--- config.mk ---
export PLATFORM = sky130hd
export DESIGN_NAME = wb_serial_master_bridge
export DESIGN_NICKNAME = d
export VERILOG_FILES = /design/src/rtl/wb_serial_master_bridge.sv
export SDC_FILE = /design/constraint.sdc
export NUM_CORES = 1
export LEC_CHECK = 0
export CORE_MARGIN = 2
export CORE_UTILIZATION = 40
export DETAILED_ROUTE_END_ITERATION = 8
export DONT_BUFFER_PORTS = 1
export PLACE_DENSITY = 0.52
export SLEW_MARGIN = 20
export SYNTH_ARGS = -nofsm -noshare
export SYNTH_HDL_FRONTEND = slang
export SYNTH_SLANG_ARGS = --single-unit
--- constraint.sdc ---
create_clock -name wb_clk_i -period 1.7 [get_ports wb_clk_i]
set_input_delay 0 -clock wb_clk_i [delete_from_list [all_inputs] [get_ports wb_clk_i]]
set_output_delay 0 -clock wb_clk_i [all_outputs]
set_load 0.02 [all_outputs]
--- src/rtl/wb_serial_master_bridge.sv ---
// Byte-stream to Wishbone classic bridge: cmd + 4 addr (+4 data) bytes in, one bus cycle, 1 or 4 response bytes out.
// Latency: bus cycle starts the cycle after the last frame byte; first response byte is visible the cycle after ack.
// Backpressure: rx_ready low outside IDLE/ADDR/DATA, so pending bytes wait; tx_valid/tx_data are held until tx_ready.
// Optional bus timeout with 0xEE error response: define WB_BRIDGE_TIMEOUT_EN.
module wb_serial_master_bridge #(
    parameter int TIMEOUT_CYCLES = 1024,
    parameter int CNT_W          = 11
) (
    input  logic        wb_clk_i,
    input  logic        wb_rst_i,
    input  logic [7:0]  rx_data,
    input  logic        rx_valid,
    output logic        rx_ready,
    output logic [7:0]  tx_data,
    output logic        tx_valid,
    input  logic        tx_ready,
    output logic [31:0] wb_adr_o,
    output logic [31:0] wb_dat_o,
    output logic [3:0]  wb_sel_o,
    output logic        wb_we_o,
    output logic        wb_cyc_o,
    output logic        wb_stb_o,
    input  logic        wb_ack_i,
    input  logic [31:0] wb_dat_i,
    output logic        busy
);

    // The timeout counter must be able to represent TIMEOUT_CYCLES.
    if ((2 ** CNT_W) <= TIMEOUT_CYCLES) begin : g_bad_cnt_w
        $error("CNT_W too narrow for TIMEOUT_CYCLES");
    end

    typedef enum logic [2:0] {
        ST_IDLE,
        ST_ADDR,
        ST_DATA,
        ST_BUS,
        ST_RESP
    } state_t;

    localparam logic [7:0] RESP_WR_OK  = 8'hA5;
    localparam logic [7:0] RESP_TMO    = 8'hEE;

    state_t      state_q, state_nxt;
    logic        we_q, we_nxt;
    logic [1:0]  byte_cnt_q, byte_cnt_nxt;
    logic [31:0] rdat_q, rdat_nxt;       // remaining read bytes, next one in [31:24]
    logic [1:0]  resp_left_q, resp_left_nxt;

    logic [31:0] adr_nxt, dat_nxt;
    logic [3:0]  sel_nxt;
    logic [7:0]  tx_data_nxt;
    logic        rx_acc, tx_acc;

`ifdef WB_BRIDGE_TIMEOUT_EN
    logic [CNT_W-1:0] tmo_q, tmo_nxt;
`endif

    // Next-state and next-value logic for every registered output.
    always_comb begin
        state_nxt     = state_q;
        we_nxt        = we_q;
        byte_cnt_nxt  = byte_cnt_q;
        rdat_nxt      = rdat_q;
        resp_left_nxt = resp_left_q;
        adr_nxt       = wb_adr_o;
        dat_nxt       = wb_dat_o;
        sel_nxt       = wb_sel_o;
        tx_data_nxt   = tx_data;
        rx_acc        = rx_valid && rx_ready;
        tx_acc        = tx_valid && tx_ready;
`ifdef WB_BRIDGE_TIMEOUT_EN
        tmo_nxt       = tmo_q;
`endif
        case (state_q)
            ST_IDLE: begin
                // Reserved bits set: the byte is swallowed and we stay put.
                if (rx_acc && (rx_data[6:4] == 3'b000)) begin
                    we_nxt       = rx_data[7];
                    sel_nxt      = rx_data[3:0];
                    byte_cnt_nxt = 2'd0;
                    state_nxt    = ST_ADDR;
                end
            end
            ST_ADDR: begin
                if (rx_acc) begin
                    adr_nxt      = {wb_adr_o[23:0], rx_data};
                    byte_cnt_nxt = byte_cnt_q + 2'd1;
                    if (byte_cnt_q == 2'd3) begin
                        state_nxt = we_q ? ST_DATA : ST_BUS;
                    end
                end
            end
            ST_DATA: begin
                if (rx_acc) begin
                    dat_nxt      = {wb_dat_o[23:0], rx_data};
                    byte_cnt_nxt = byte_cnt_q + 2'd1;
                    if (byte_cnt_q == 2'd3) begin
                        state_nxt = ST_BUS;
                    end
                end
            end
            ST_BUS: begin
                // Ack wins over a timeout that expires in the same cycle.
                if (wb_ack_i) begin
                    state_nxt = ST_RESP;
                    if (we_q) begin
                        tx_data_nxt   = RESP_WR_OK;
                        resp_left_nxt = 2'd0;
                    end else begin
                        tx_data_nxt   = wb_dat_i[31:24];
                        rdat_nxt      = {wb_dat_i[23:0], 8'h00};
                        resp_left_nxt = 2'd3;
                    end
                end
`ifdef WB_BRIDGE_TIMEOUT_EN
                else if (tmo_q == CNT_W'(TIMEOUT_CYCLES - 1)) begin
                    state_nxt     = ST_RESP;
                    tx_data_nxt   = RESP_TMO;
                    resp_left_nxt = 2'd0;
                end else begin
                    tmo_nxt = tmo_q + CNT_W'(1);
                end
`endif
            end
            ST_RESP: begin
                if (tx_acc) begin
                    if (resp_left_q == 2'd0) begin
                        state_nxt = ST_IDLE;
                    end else begin
                        tx_data_nxt   = rdat_q[31:24];
                        rdat_nxt      = {rdat_q[23:0], 8'h00};
                        resp_left_nxt = resp_left_q - 2'd1;
                    end
                end
            end
            default: state_nxt = ST_IDLE;
        endcase
`ifdef WB_BRIDGE_TIMEOUT_EN
        // Every bus cycle starts with a fresh timeout budget.
        if ((state_nxt == ST_BUS) && (state_q != ST_BUS)) begin
            tmo_nxt = '0;
        end
`endif
    end

    // State and output registers; outputs are derived from the next state so they are glitch-free.
    always_ff @(posedge wb_clk_i or negedge wb_rst_i) begin
        if (!wb_rst_i) begin
            state_q     <= ST_IDLE;
            we_q        <= 1'b0;
            byte_cnt_q  <= 2'd0;
            rdat_q      <= 32'h0;
            resp_left_q <= 2'd0;
            wb_adr_o    <= 32'h0;
            wb_dat_o    <= 32'h0;
            wb_sel_o    <= 4'h0;
            wb_we_o     <= 1'b0;
            wb_cyc_o    <= 1'b0;
            wb_stb_o    <= 1'b0;
            tx_data     <= 8'h0;
            tx_valid    <= 1'b0;
            rx_ready    <= 1'b0;
            busy        <= 1'b0;
        end else begin
            state_q     <= state_nxt;
            we_q        <= we_nxt;
            byte_cnt_q  <= byte_cnt_nxt;
            rdat_q      <= rdat_nxt;
            resp_left_q <= resp_left_nxt;
            wb_adr_o    <= adr_nxt;
            wb_dat_o    <= dat_nxt;
            wb_sel_o    <= sel_nxt;
            wb_we_o     <= (state_nxt == ST_BUS) && we_q;
            wb_cyc_o    <= (state_nxt == ST_BUS);
            wb_stb_o    <= (state_nxt == ST_BUS);
            tx_data     <= tx_data_nxt;
            tx_valid    <= (state_nxt == ST_RESP);
            rx_ready    <= (state_nxt == ST_IDLE) || (state_nxt == ST_ADDR) || (state_nxt == ST_DATA);
            busy        <= (state_nxt != ST_IDLE);
        end
    end

`ifdef WB_BRIDGE_TIMEOUT_EN
    // Bus timeout counter.
    always_ff @(posedge wb_clk_i or negedge wb_rst_i) begin
        if (!wb_rst_i) begin
            tmo_q <= '0;
        end else begin
            tmo_q <= tmo_nxt;
        end
    end
`endif

endmodule

# After elaboration in Yosys (flattened, before gate mapping)

Index checks and enable logic that the tools add are counted.

Word-level logic and storage cells: 79
Bits of input ports: 45
Register bits after elaboration: 121
Output and inout port bits: 82

Add/subtract/negate cells: 2
Muxes and demuxes: 28
Reduce and logical (&&, ||, !) cells: 20
Equality and inequality tests: 15

Operators with widths:

| kind                  | number |
|---|---|
| $mux W32              | 4 |
| $pmux W32 S2          | 1 |
| $mux W8               | 4 |
| $mux W3               | 8 |
| $pmux W8 S2           | 1 |
| $pmux W3 S5           | 1 |
| $eq A3 B2 Y1 const B  | 4 |
| $mux W2               | 6 |
| $ne A2 B2 Y1 const B  | 5 |
| $logic_not A3 Y1      | 3 |
| $pmux W2 S2           | 2 |
| $eq A3 B1 Y1 const B  | 2 |
| $eq A3 B3 Y1 const B  | 2 |
| $reduce_and A2 Y1     | 3 |
| $reduce_and A5 Y1     | 1 |
| $logic_and A1 B1 Y1   | 4 |
| $reduce_and A4 Y1     | 1 |
| $reduce_bool A2 Y1    | 2 |
| $reduce_and A3 Y1     | 1 |
| $reduce_bool A3 Y1    | 1 |
| $add A2 B1 Y2 const B | 1 |
| $eq A2 B2 Y1 const B  | 1 |
| $logic_not A2 Y1      | 1 |
| $logic_or A1 B1 Y1    | 2 |
| 4 further kinds       | 4 |

# Logic depth before layout (Yosys ltp)

Gate-level depths: netlist (run 1).

Depth after elaboration: 7
Mapped depth: 7
Gate-level depth less buffers: 6

# Worst setup path after synthesis (run 1)

OpenSTA, ideal clock, no wires.

Path type: reg-to-reg
From: reg rx_ready
To: reg wb_adr_o[2]
Slack: -86 ps
Path buffers: 1
Arrival: 1662 ps
Setup time: 125 ps
Data required time: 1575 ps
Stages on the path, launching flop included: 5
Period minus slack after synthesis: 1786 ps
Path through: dfrtp_1 > nand2_1 > nor4b_2 > buf_2 > mux2_2

Cells in the longest elaborated chain, start to end: 2

Ends and longest elaborated chain:

| what                               | RTL line | text |
|---|---|---|
| start, declared                    | 13       | `output logic rx_ready,` |
| start signal, assigned             | 179      | `rx_ready <= (state_nxt == ST_IDLE) \|\| (state_nxt == ST_ADDR) \|\| (state_nxt == ST_DATA);` |
| $logic_and A1 B1 Y1                | 70       | `rx_acc = rx_valid && rx_ready;` |
| $reduce_and A2 Y1 (no source line) | --       |  |
| end signal, assigned               | 171      | `wb_adr_o <= adr_nxt;` |
| end, declared                      | 17       | `output logic [31:0] wb_adr_o,` |

Every way passes these cells.
A chain may end at the register's enable or synchronous reset.

# Worst setup path in the final report (run 1)

From: reg state_q[1]
To: reg wb_sel_o[0]

Cells in the longest elaborated chain, start to end: 2

Ends and longest elaborated chain:

| what                               | RTL line | text |
|---|---|---|
| start, declared                    | 44       | `state_t state_q, state_nxt;` |
| start signal, assigned             | 166      | `state_q <= state_nxt;` |
| $logic_not A3 Y1                   | 75       | `case (state_q)` |
| $reduce_and A2 Y1 (no source line) | --       |  |
| end signal, assigned               | 173      | `wb_sel_o <= sel_nxt;` |
| end, declared                      | 19       | `output logic [3:0] wb_sel_o,` |

Every way passes these cells.

==> results of run 1 <==
[kinds of logic after synthesis]
family,Yosys count
muxes,70
adders and majority gates,2
DFF,113
xor gates and xnor gates,1
and+or+nand+nor,95
buffers and inverters,39
AOI/OAI and AO/OA,53
[synth_stat cells, types with 2 or more instances]
library cell  count
dfrtp_1         113
mux2_2           69
nand2_1          38
nor2_1           22
a31oi_1          17
o21ai_0          16
buf_2            14
inv_1            14
a21oi_1          10
nand3_1          10
nor3b_1           6
buf_4             5
clkbuf_1          5
o211ai_1          4
or3_1             4
and3_1            3
ha_1              2
nand3b_1          2
[stage by stage]
step,setup WS [ps],utilization,std cells
after floorplan,-73.7,-,373
after global placement,-29.2,0.436,518
after detailed placement,-70.8,0.436,518
after CTS,-77.4,0.530,593
after global routing,-160,0.565,607
final,-77.1,0.565,607
[sequential cells by signal, summed over array words and instances (netlist names)]
register	count
resp_left_q	2
we_q	1
wb_dat_o	32
wb_stb_o	1
busy	1
state_q	3
wb_adr_o	32
rx_ready	1
rdat_q	24
wb_we_o	1
byte_cnt_q	2
wb_sel_o	4
tx_valid	1
tx_data	8
[placed cells by master (no fill, tap or decap), types with 2 or more instances in the layout]
master,count
a21oi_1,9
a31oi_1,17
and3_1,2
buf_12,6
buf_4,22
buf_6,9
bufinv_16,3
clkbuf_1,2
clkbuf_16,22
clkbuf_8,2
clkinv_2,3
clkinvlp_4,4
dfrtp_1,112
dlygate4sd3_1,42
ha_2,2
inv_1,14
mux2_2,69
nand2_1,37
nand3_1,4
nand3_2,5
nand3b_1,2
nor2_1,6
nor2_2,9
nor2_4,7
nor3b_1,4
o211ai_1,4
o21ai_0,8
o21ai_1,7
or3_1,4
[routing by layer]
| layer | GRT usage | vias to the layer above | wire length, um |
|---|---|---|---|
| met5 | 0 | - | 0 |
| met2 | 0.255 | 94 | 5180 |
| met3 | 0.0648 | 18 | 720 |
| li1 | - | 1462 | - |
| met1 | 0.214 | 1597 | 4720 |
| met4 | 0.0724 | 0 | 189 |
[worst register-to-register path, cell delays in order (launching register included)]
cell and delay [ps]:
dfrtp_1 390, or4_4 570, nor4_4 170, buf_4 200, mux2_2 330
[report_power, final]
| group | switching, W | total (W) | leakage (nW) | internal, W |
|---|---|---|---|---|
| Combinational | 0.00132 | 0.00328 | 1.21 | 0.00196 |
| Clock | 0.00120 | 0.00356 | 0.281 | 0.00236 |
| Sequential | 0.00185 | 0.00568 | 1.41 | 0.00382 |
| Total | 0.00437 | 0.0125 | 2.90 | 0.00815 |
[timing repair]
action / CTS / global route
pin swaps: 2 / 13
resized for setup: 5 / 57
cloned: 1 / 8
endpoints found under the setup margin: 36 / 104
hold endpoints to repair: 169 / 117
hold buffers: 41 / 1
setup buffers: 2 / 6
[final cells by class]
type | count | area (sq um)
tap | 143 | 179
sequential | 113 | 2830
multi-input combinational | 221 | 1820
clock buffer | 21 | 460
fill | 939 | 4940
inverter | 14 | 52.6
timing repair buffer | 85 | 947
clock inverter | 10 | 135
[worst max path at each step]
stage | startpoint | endpoint | slack [ps] | cells after the start
after floorplan | state_q[0] | wb_sel_o[0] | -70 | 4
after global placement | state_q[1] | wb_sel_o[0] | -30 | 4
after detailed placement | state_q[1] | we_q | -70 | 4
after CTS | state_q[1] | wb_sel_o[2] | -80 | 4
after global routing | state_q[1] | wb_sel_o[2] | -160 | 4
final | state_q[1] | wb_sel_o[0] | -80 | 4
==> results.yml, run 1 <==
synth:
  synth-edff-count: 0
  synthTopCellsByArea: "dfrtp_1 (61%), mux2_2 (17%), nand2_1 (3.1%)"
  synth-main-ff-cell: "dfrtp_1"
  synth-simple-area-share: 0.104
  synth_top_area_frac: 0.609
  ys_types: 37
  yosysSeqAreaShare: 0.609
  synth_xor_area_frac: 0.00189
  ys_warn_count: 0
  synthAdderAreaFrac: 0.00539
  syn_area_per_cell_sq_um: 12.5
  synth_top_area_cell: "dfrtp_1"
  synth_area_sq_mm: 0.00464
  synthCells: 373
  synth-async-reset-ratio: 1.00
  synth_top_family_by_area: "multiplexers"
  synth_nets: 420
  synthMuxAreaShare: 0.169
  synth_compound_area_frac: 0.0698
  synth-seq-cells: 113
worst_setup_path:
  r2r_end: "wb_sel_o[0]"
  path_delay_family: "simple AND/OR/NAND/NOR gates"
  cp_slowest_cell: "or4_4"
  rrSetupSlack_ps: -80
  critical_path_arrival_ps: 2070
  reg2reg_depth: 4
  cp_data_required_time_ps: 1990
  critPathCaptureType: "register"
  path_buf_inv: 1
  r2r-start: "state_q[1]"
  crit_type: "register to register"
  path_cells: "or4_4 -> nor4_4 -> buf_4 -> mux2_2"
  crit_path_start_kind: "register"
  path_max_fanout: 5
  critPathMaxStageDelay_ps: 570
grt:
  grt_pass1_wl_um: 16400
  grt_max_degree: 114
  antenna_found_initial: 0
  grt_pass1_vias: 3184
  grtUsageTotal: 0.168
  grt_overflow: 0
power_and_ir_drop:
  vdd_ir_drop_max_mv: 0.894
  power_w: 0.0125
  powerDensity_mw_per_mm2: 1950
  power.leakage_nw: 2.90
layout:
  drive_gt1_frac: 0.394
  diodes: 0
  stdcell_area_sq_mm: 0.00643
  syn2layout_area_growth_pct: 38.4
  nets: 499
timing:
  final_hold_viol_count: 115
  slew_viol_final: 0
  fin_crit_sh: 1.05
  finClkSkew_ps: 11.9
  max_freq_ghz: 0.563
  min_period_ps: 1780
  hold_ws_ps: -716
  timing.slew.headroom: 0.753
  worstMarginPinSlew_ps: 370
  report.final.setup_viol: 18
  setup_slack_ps: -77.1
  rsz0062_at_grt: "true"
  final.setup.tns_ps: -647
worst_hold_path:
  hold_class: "input port to async pin"
route:
  wl_per_cell_um: 17.8
  wirelength_um: 10800
  drt_iter0_drc: 195
  via_count: 3171
  drtAntennaViolNets: 0
  routed_via_density: 5.22
  drtPass1Iterations: 4
  remaining_drc_errors: 0
clock_network:
  ctsRootBufferMaster: "clkbuf_16"
  cts_buffers: 17
  cts_tree: "built"
  clkSlewWorstSetupHoldPaths_ps: 50
  cts-htree-levels: 4
  clock_sinks: 113
  cts_max_path_buffers: 2
  clk_latency_ps: 410
placement:
  gp_congestion: 0.769
  portBuffers: 0
  post_dp_cell_area_sq_mm: 0.00496
  dp_hpwl_um: 6200
die:
  fp.dieW_um: 112
  dieArea_sq_mm: 0.0125
  die_h_um: 112
  start_util: 0.408
  fp-row-count: 39
  core_area_sq_mm: 0.0114
  ioPinCount: 127
outcome:
  status: "finished with violations"
  violations: "negative hold slack, negative setup slack"
job:
  maxCapViolCount: 0
(Power assumes the default switching activity.)
==> run 2: changes to the inputs <==
--- a/config.mk
+++ b/config.mk
@@ -6,10 +6,10 @@
 export NUM_CORES = 1
 export LEC_CHECK = 0
 export CORE_MARGIN = 2
-export CORE_UTILIZATION = 40
+export CORE_UTILIZATION = 25
 export DETAILED_ROUTE_END_ITERATION = 8
 export DONT_BUFFER_PORTS = 1
-export PLACE_DENSITY = 0.52
+export PLACE_DENSITY = 0.36
 export SLEW_MARGIN = 20
 export SYNTH_ARGS = -nofsm -noshare
 export SYNTH_HDL_FRONTEND = slang
==> results.yml, run 2 (synthesis gave the netlist of run 1 again) <==
layout:
  reg_top3: "wb_adr_o: 32 flops, wb_dat_o: 32 flops, rdat_q: 24 flops"
  final_cell_mix: "dfrtp_1 (112), mux2_2 (69), dlygate4sd3_1 (43), nand2_1 (37), nor2_1 (22)"
  fillers: 1770
  nets: 492
  layout_commonest_cell: "dfrtp_1"
  regArea_sq_mm: 0.00283
  stdcell_area_sq_mm: 0.00626
  drive_gt1_frac: 0.330
  final_util: 0.346
  syn2layout_area_growth_pct: 34.8
  diodes: 0
  multi_input_area_sq_mm: 0.00169
grt:
  grt_max_degree: 114
  grt_pass1_wl_um: 17100
  antenna_found_initial: 0
  grt_overflow: 0
  grt_pass1_vias: 3117
  grtUsageTotal: 0.112
power_and_ir_drop:
  powerDensity_mw_per_mm2: 1890
  power.leakage_nw: 2.80
  vdd_ir_drop_max_mv: 0.659
  power_w: 0.0119
timing:
  final_hold_viol_count: 115
  setup_slack_ps: -61.5
  final.setup.tns_ps: -312
  rsz0062_at_grt: "true"
  slew_viol_final: 0
  min_period_ps: 1760
  report.final.setup_viol: 6
  max_freq_ghz: 0.568
  finClkSkew_ps: 5.99
  fin_crit_sh: 1.04
  timing.slew.headroom: 0.697
  worstMarginPinSlew_ps: 454
  hold_ws_ps: -708
worst_setup_path:
  reg2reg_depth: 4
  crit_type: "register to register"
  critPathCaptureType: "register"
  setup.worst_path.start: "state_q[1]"
  r2r-start: "state_q[1]"
  path_max_fanout: 5
  crit_path_start_kind: "register"
  critical_path_arrival_ps: 2040
  cp_data_required_time_ps: 1980
  path_cells: "or4_4 -> nor4_4 -> buf_6 -> mux2_2"
  critPathMaxStageDelay_ps: 560
  cp_slowest_cell: "or4_4"
  rrSetupSlack_ps: -60
clock_network:
  clkSlewWorstSetupHoldPaths_ps: 50
  cts_tree: "built"
  cts_buffers: 17
  clock_sinks: 113
  ctsRootBufferMaster: "clkbuf_16"
  clk_latency_ps: 400
  cts_max_path_buffers: 2
  cts-htree-levels: 4
route:
  drtPass1Iterations: 4
  remaining_drc_errors: 0
  wirelength_um: 11200
  drtAntennaViolNets: 0
  via_count: 3131
  routed_via_density: 4.56
  wl_per_cell_um: 16.4
  drt_iter0_drc: 124
placement:
  post_dp_cell_area_sq_mm: 0.00504
  gp_congestion: 0.737
  portBuffers: 0
  dp_hpwl_um: 7020
outcome:
  status: "finished with violations"
  violations: "negative hold slack, negative setup slack"
job:
  maxCapViolCount: 0
die:
  dieArea_sq_mm: 0.0197
  die_h_um: 140
  core_area_sq_mm: 0.0181
  fp.dieW_um: 140
  ioPinCount: 127
  start_util: 0.257
  fp-row-count: 49
worst_hold_path:
  hold_class: "input port to async pin"
==> run 2: worst paths after layout <==
check                                 to
hold reg to reg            byte_cnt_q[1]
hold / removal              wb_dat_o[10]
setup / recovery             wb_sel_o[3]
min in group wb_clk_i        wb_adr_o[6]
setup reg to reg             wb_sel_o[3]
max in group asynchronous   wb_adr_o[22]
==> run 2: cell type report <==
type                       instances  share of cell area
inverter                          14             0.00839
sequential                       113               0.452
tap                              229              0.0458
timing repair buffer              78               0.135
clock inverter                    10              0.0138
clock buffer                      21              0.0751
multi-input combinational        221               0.271
==> run 2: where the power goes <==
part / internal, W / switching, W / leakage [nW]
sequential: 0.00382 / 0.00183 / 1.41
clock: 0.00210 / 0.00119 / 0.270
combinational: 0.00172 / 0.00120 / 1.12
==> run 2: metal layers <==
layer | global-route usage | vias to the layer above | wire, um
li1 | - | 1461 | -
met1 | 0.129 | 1564 | 4630
met2 | 0.182 | 95 | 5560
met3 | 0.0516 | 11 | 880
met4 | 0.0447 | 0 | 163
met5 | 0 | - | 0
==> run 2: timing repair <==
action / in CTS / in global routing
hold endpoints to repair: 172 / 120
hold buffers: 42 / 1
setup endpoints to repair: 38 / 63
resized for setup: 8 / 10
setup buffers: 3 / 5
pin swaps: 5 / 1
gates cloned: 0 / 5
==> run 2: metrics by stage <==
| stage | instances | worst slack (ps) |
|---|---|---|
| floorplan | 373 | -73.7 |
| global placement | 599 | -104 |
| detailed placement | 599 | -116 |
| CTS | 675 | -85.0 |
| global route | 686 | -135 |
| finish | 686 | -61.5 |
==> run 2: worst max-delay path, delay by kind of cell (launching register included) <==
family,cells,cell delay [ps]
mux,1,330
buf+inv,1,170
simple gates,2,750
flops,1,390
